[src/rtl/spi_peripheral.sv]
// SPI mode-0 peripheral: oversampled cs/sclk/mosi with one-byte transmit buffer
// and a held receive register with an overrun indication.
module spi_peripheral #(
    parameter int         SYNC_STAGES = 2,
    parameter logic [7:0] IDLE_BYTE   = 8'hFF
) (
    input  logic       i_clock,
    input  logic       i_reset,
    input  logic       i_cs,
    input  logic       i_sclk,
    input  logic       i_mosi,
    output logic       o_miso,
    output logic       o_miso_oe,
    input  logic [7:0] i_tx_data,
    input  logic       i_tx_valid,
    output logic       o_tx_ready,
    output logic [7:0] o_rx_data,
    output logic       o_rx_valid,
    input  logic       i_rx_ready,
    output logic       o_busy,
    output logic       o_overrun
);

    typedef enum logic {
        ST_IDLE   = 1'b0,
        ST_ACTIVE = 1'b1
    } state_t;

    state_t                 r_state;
    state_t                 w_state_next;
    logic [SYNC_STAGES-1:0] r_cs_sync;
    logic [SYNC_STAGES-1:0] r_sclk_sync;
    logic [SYNC_STAGES-1:0] r_mosi_sync;
    logic                   r_sclk_prev;
    logic [7:0]             r_tx_buf;
    logic                   r_tx_full;
    logic [7:0]             r_tx_shift;
    logic [7:0]             r_rx_shift;
    logic [2:0]             r_bit_cnt;
    logic [7:0]             r_rx_data;
    logic                   r_rx_valid;
    logic                   r_overrun;

    logic w_cs_s;
    logic w_sclk_s;
    logic w_mosi_s;
    logic w_start;
    logic w_stop;
    logic w_sample;
    logic w_drive;
    logic w_load;
    logic w_byte_done;

    // Synchronizers reset to the bus idle levels so a held-low cs after reset
    // still reads as a fresh high-to-low select.
    always_ff @(posedge i_clock or posedge i_reset) begin
        if (i_reset) begin
            r_cs_sync   <= '1;
            r_sclk_sync <= '0;
            r_mosi_sync <= '0;
            r_sclk_prev <= 1'b0;
        end else begin
            r_cs_sync   <= {r_cs_sync[SYNC_STAGES-2:0], i_cs};
            r_sclk_sync <= {r_sclk_sync[SYNC_STAGES-2:0], i_sclk};
            r_mosi_sync <= {r_mosi_sync[SYNC_STAGES-2:0], i_mosi};
            r_sclk_prev <= w_sclk_s;
        end
    end

    assign w_cs_s   = r_cs_sync[SYNC_STAGES-1];
    assign w_sclk_s = r_sclk_sync[SYNC_STAGES-1];
    assign w_mosi_s = r_mosi_sync[SYNC_STAGES-1];

    always_ff @(posedge i_clock or posedge i_reset) begin
        if (i_reset) begin
            r_state <= ST_IDLE;
        end else begin
            r_state <= w_state_next;
        end
    end

    always_comb begin
        w_state_next = r_state;
        w_start      = 1'b0;
        w_stop       = 1'b0;
        case (r_state)
            ST_IDLE: begin
                if (!w_cs_s) begin
                    w_state_next = ST_ACTIVE;
                    w_start      = 1'b1;
                end
            end
            ST_ACTIVE: begin
                if (w_cs_s) begin
                    w_state_next = ST_IDLE;
                    w_stop       = 1'b1;
                end
            end
            default: w_state_next = ST_IDLE;
        endcase
    end

    // A fall with the counter back at zero can only follow the 8th rise.
    assign w_sample    = (r_state == ST_ACTIVE) && !w_cs_s && w_sclk_s && !r_sclk_prev;
    assign w_drive     = (r_state == ST_ACTIVE) && !w_cs_s && !w_sclk_s && r_sclk_prev;
    assign w_load      = w_start || (w_drive && (r_bit_cnt == 3'd0));
    assign w_byte_done = w_sample && (r_bit_cnt == 3'd7);

    always_ff @(posedge i_clock or posedge i_reset) begin
        if (i_reset) begin
            r_tx_buf   <= 8'h00;
            r_tx_full  <= 1'b0;
            r_tx_shift <= IDLE_BYTE;
        end else begin
            // A capture coinciding with a load into an empty buffer is kept for
            // the next load rather than bypassed into the shifter.
            if (w_load && r_tx_full) begin
                r_tx_full <= 1'b0;
            end else if (i_tx_valid && !r_tx_full) begin
                r_tx_buf  <= i_tx_data;
                r_tx_full <= 1'b1;
            end

            if (w_stop) begin
                r_tx_shift <= IDLE_BYTE;
            end else if (w_load) begin
                r_tx_shift <= r_tx_full ? r_tx_buf : IDLE_BYTE;
            end else if (w_drive) begin
                r_tx_shift <= {r_tx_shift[6:0], 1'b0};
            end
        end
    end

    always_ff @(posedge i_clock or posedge i_reset) begin
        if (i_reset) begin
            r_rx_shift <= 8'h00;
            r_bit_cnt  <= 3'd0;
            r_rx_data  <= 8'h00;
            r_rx_valid <= 1'b0;
            r_overrun  <= 1'b0;
        end else begin
            r_overrun <= 1'b0;
            if (w_stop) begin
                r_bit_cnt <= 3'd0;
            end else if (w_sample) begin
                r_rx_shift <= {r_rx_shift[6:0], w_mosi_s};
                r_bit_cnt  <= r_bit_cnt + 3'd1;
            end

            if (w_byte_done) begin
                r_rx_data  <= {r_rx_shift[6:0], w_mosi_s};
                r_rx_valid <= 1'b1;
                r_overrun  <= r_rx_valid && !i_rx_ready;
            end else if (r_rx_valid && i_rx_ready) begin
                r_rx_valid <= 1'b0;
            end
        end
    end

    assign o_miso     = r_tx_shift[7];
    assign o_miso_oe  = (r_state == ST_ACTIVE);
    assign o_busy     = (r_state == ST_ACTIVE);
    assign o_tx_ready = !r_tx_full;
    assign o_rx_data  = r_rx_data;
    assign o_rx_valid = r_rx_valid;
    assign o_overrun  = r_overrun;

endmodule

[config.mk]
export PLATFORM = sky130hd
export DESIGN_NAME = spi_peripheral
export DESIGN_NICKNAME = d
export VERILOG_FILES = /design/src/rtl/spi_peripheral.sv
export SDC_FILE = /design/constraint.sdc
export NUM_CORES = 1
export LEC_CHECK = 0
export CORE_ASPECT_RATIO = 0.5
export CORE_MARGIN = 2
export CORE_UTILIZATION = 35
export CTS_BUF_LIST = sky130_fd_sc_hd__clkbuf_16
export DETAILED_ROUTE_END_ITERATION = 12
export DONT_BUFFER_PORTS = 1
export SLEW_MARGIN = 5
export SYNTH_ARGS = -nofsm -noshare
export SYNTH_HDL_FRONTEND = slang
export SYNTH_SLANG_ARGS = --single-unit
[constraint.sdc]
create_clock -name i_clock -period 1.73 [get_ports i_clock]
set_input_delay 0.346 -clock i_clock [delete_from_list [all_inputs] [get_ports i_clock]]
set_output_delay 0.346 -clock i_clock [all_outputs]
set_load 0.1 [all_outputs]
==> reports/results.tsv <==
stage	metric	value	unit
run_status	outcome	completed	
place	placed cell areas	2030	um2
sta	Worst slew margin	0.382	
synth	commonest cells in the netlist	35 x dfrtp_1, 16 x mux2_2, 10 x dfstp_2, 10 x nand2b_1, 8 x mux2_4	
final_layout	final instance area	2190	um2
synth	Adder-Cell Fraction of Synth Area	0.0201	
grt	GRT Total Usage	0.117	
final_layout	fraction of layout cells with a size suffix above 1	0.396	
sta	Period minus WS final	1.59	ns
synth	Synth Instances	128	
grt	remaining global-route overflow	0	
worst_setup_path	WP data arrival	1.24	ns
synth	Post-Syn Nets	146	
synth	Post-synth EDFFs	0	
synth	post-synthesis compound-gate area fraction	0.0622	
clocking	cts repair resizes	0	
sta	setup TNS	0	ns
synth	xor-xnor portion of the synthesized cell area	0.00468	
clocking	clk buf depth	2	
drt	Routed WL	3.05	mm
final_layout	antenna fix cells	0	
sta	fmax	630	MHz
clocking	root buf cell	clkbuf_16	
synth	asr flop ratio synth	1.00	
synth	number of distinct library cells after synthesis	24	
pwr	VDD IR max	485	uV
floorplan	initial core utilization	0.371	
sta	Worst-Margin Slew	0.927	ns
synth	Synth top area share	0.468	
drt	Pre-antenna DRT Iters	2	
synth	Synth Area in Simple Gates	0.0756	
clocking	Hold Buf Count CTS	1	
sta	# setup viols final	0	
floorplan	core area	5040	um2
sta	skew final	0.00316	ns
sta	Tcrit/Tclk final	0.918	
clocking	clock sink total	45	
synth	most frequent cell after synthesis	dfrtp_1	
worst_setup_path	Critical Path RT	1.38	ns
place	Routability Congestion	0.722	
pwr	P per Cell Area	1270	nW/um2
synth	top post-synthesis cells by area	dfrtp_1 47%, dfstp_2 14%, mux2_2 9.6%	
synth	predominant post-synthesis flop cell	dfrtp_1	
sta	final slew viol count	0	
clocking	postcts setup bufs	0	
synth	largest family of logic cells by synthesized area	multiplexers	
worst_hold_path	Tightest Hold Check Type	input pin to register	
place	I/O Buffers	0	
synth	Seq/Total Area, Yosys	0.609	
synth	post-synthesis mux area share	0.198	
worst_setup_path	Worst Setup End Kind	primary output	
synth	Yosys reg bits	45	
worst_setup_path	Worst Setup Start Kind	register	
place	Post-DP HPWL	2.15	mm
drt	drt via density	4.58	
sta	Hold Vio Cnt, Final	0	
clocking	Worst-Skew Late Latency	0.29	ns
floorplan	die area	5980	um2
drt	DR vias	980	
floorplan	Site Rows	18	
final_layout	NumNets Final	161	
worst_setup_path	Crit Path Class	register to primary output	
synth	syn_area_per_cell	14.6	um2
final_layout	Layout area overhead	17.1	%
grt	vias in the first global route	1060	
sta	RSZ-0062 raised after global routing	no	
floorplan	I/O pins	29	
grt	first-pass GRT wire length	5.31	mm
synth	area of the mapped netlist	1870	um2
pwr	Leak	1.03	nW
floorplan	die width	107	um
clocking	cts bufs inserted	5	
synth	largest area contributor in the netlist	dfrtp_1	
grt	pin count of the biggest net entering global routing	26	
worst_setup_path	worst-path maximum fanout	2	
drt	drt drc	0	
grt	initial antenna violation count	0	
clocking	clk slew on worst S/H paths	0.06	ns
drt	antenna-violating nets left	0	
clocking	Clock H-tree levels	2	
floorplan	die height	55.7	um
final_layout	Final Util	0.434	
run	max_cap viols	0	
drt	DR iter-0 viols	24	
synth	Syn. warnings	0	
drt	drt wl/cell	14.2	um
clocking	TritonCTS clock tree	built	
sequential cells by signal (all words and copies together) (netlist names):
register	count
r_tx_shift	8
r_bit_cnt	3
r_tx_full	1
r_mosi_sync	2
r_sclk_prev	1
r_rx_shift	7
o_rx_valid	1
o_rx_data	8
r_tx_buf	8
r_sclk_sync	2
o_overrun	1
o_busy	1
r_cs_sync	2
layout by cell type, fill, tap and decap left out, types with 2 or more instances in the layout:
cell / n
dfrtp_1: 34
mux2_2: 16
nand2b_1: 10
dfstp_2: 10
buf_4: 9
mux2_4: 8
nand2_1: 7
mux2i_1: 7
a2bb2oi_1: 7
inv_1: 5
clkbuf_16: 5
a21oi_1: 4
ha_1: 3
o21ai_0: 2
buf_12: 2
stage by stage:
stage | std cells | worst slack, ns | hold WS [ns] | power, W
floorplan | 128 | 0.0298 | 0.331 | 0.00175
global placement | 205 | 0.276 | 0.297 | 0.00183
finish | 214 | 0.142 | 0.0505 | 0.00277
detailed placement | 205 | 0.219 | 0.306 | 0.00185
global route | 214 | 0.112 | 0.0390 | 0.00292
CTS | 214 | 0.131 | 0.0448 | 0.00281
cell type report:
cell class,instances,area [um2]
clock buffers,5,125
clock inverters,3,21.3
fillers,481,2850
inverters,6,22.5
multi-input cells,73,674
flip-flops and latches,45,1140
well taps,70,87.6
repair buffers,12,118
kinds of logic after synthesis:
| family | count (synthesis) |
|---|---|
| flip-flops | 45 |
| multiplexers | 31 |
| AND/OR/NAND/NOR | 22 |
| AO/OA/AOI/OAI | 16 |
| buffers and inverters | 10 |
| adder cells (fa/ha/maj) | 3 |
| XOR/XNOR | 1 |
final timing paths:
path	from	to	slack, ns	cells past startpoint
max in group asynchronous	i_reset	r_tx_shift[6]	0.58	3
worst min-delay path	i_cs	r_cs_sync[0]	0.05	0
worst min register to register	r_sclk_sync[0]	r_sclk_sync[1]	0.35	0
worst max register to register	r_bit_cnt[0]	r_tx_shift[2]	0.25	6
min in group asynchronous	i_reset	o_rx_valid	0.55	2
worst max-delay path	o_rx_data[1]	o_rx_data[1]	0.14	0
layer usage:
| layer | track usage | vias to the layer above | wire length, um |
|---|---|---|---|
| li1 | - | 472 | - |
| met1 | 0.142 | 485 | 1350 |
| met2 | 0.175 | 15 | 1440 |
| met3 | 0.0539 | 8 | 189 |
| met4 | 0.0604 | 0 | 65 |
| met5 | 0 | - | 0 |
report_power, final:
group          leakage (nW)  internal [W]  switching [W]
clock network        0.0702      0.000537       0.000405
registers             0.551       0.00125       0.000147
logic                 0.412      0.000225       0.000207
total                  1.03       0.00201       0.000758
worst reg2reg max path: cells and delay by family, from the launching register on:
family,cells,cell delay (ns)
buf+inv,2,0.12
fa+ha+maj,1,0.14
flops,1,0.41
compound gates,2,0.48
mux,1,0.26
Power figures use the tool's default switching activity.
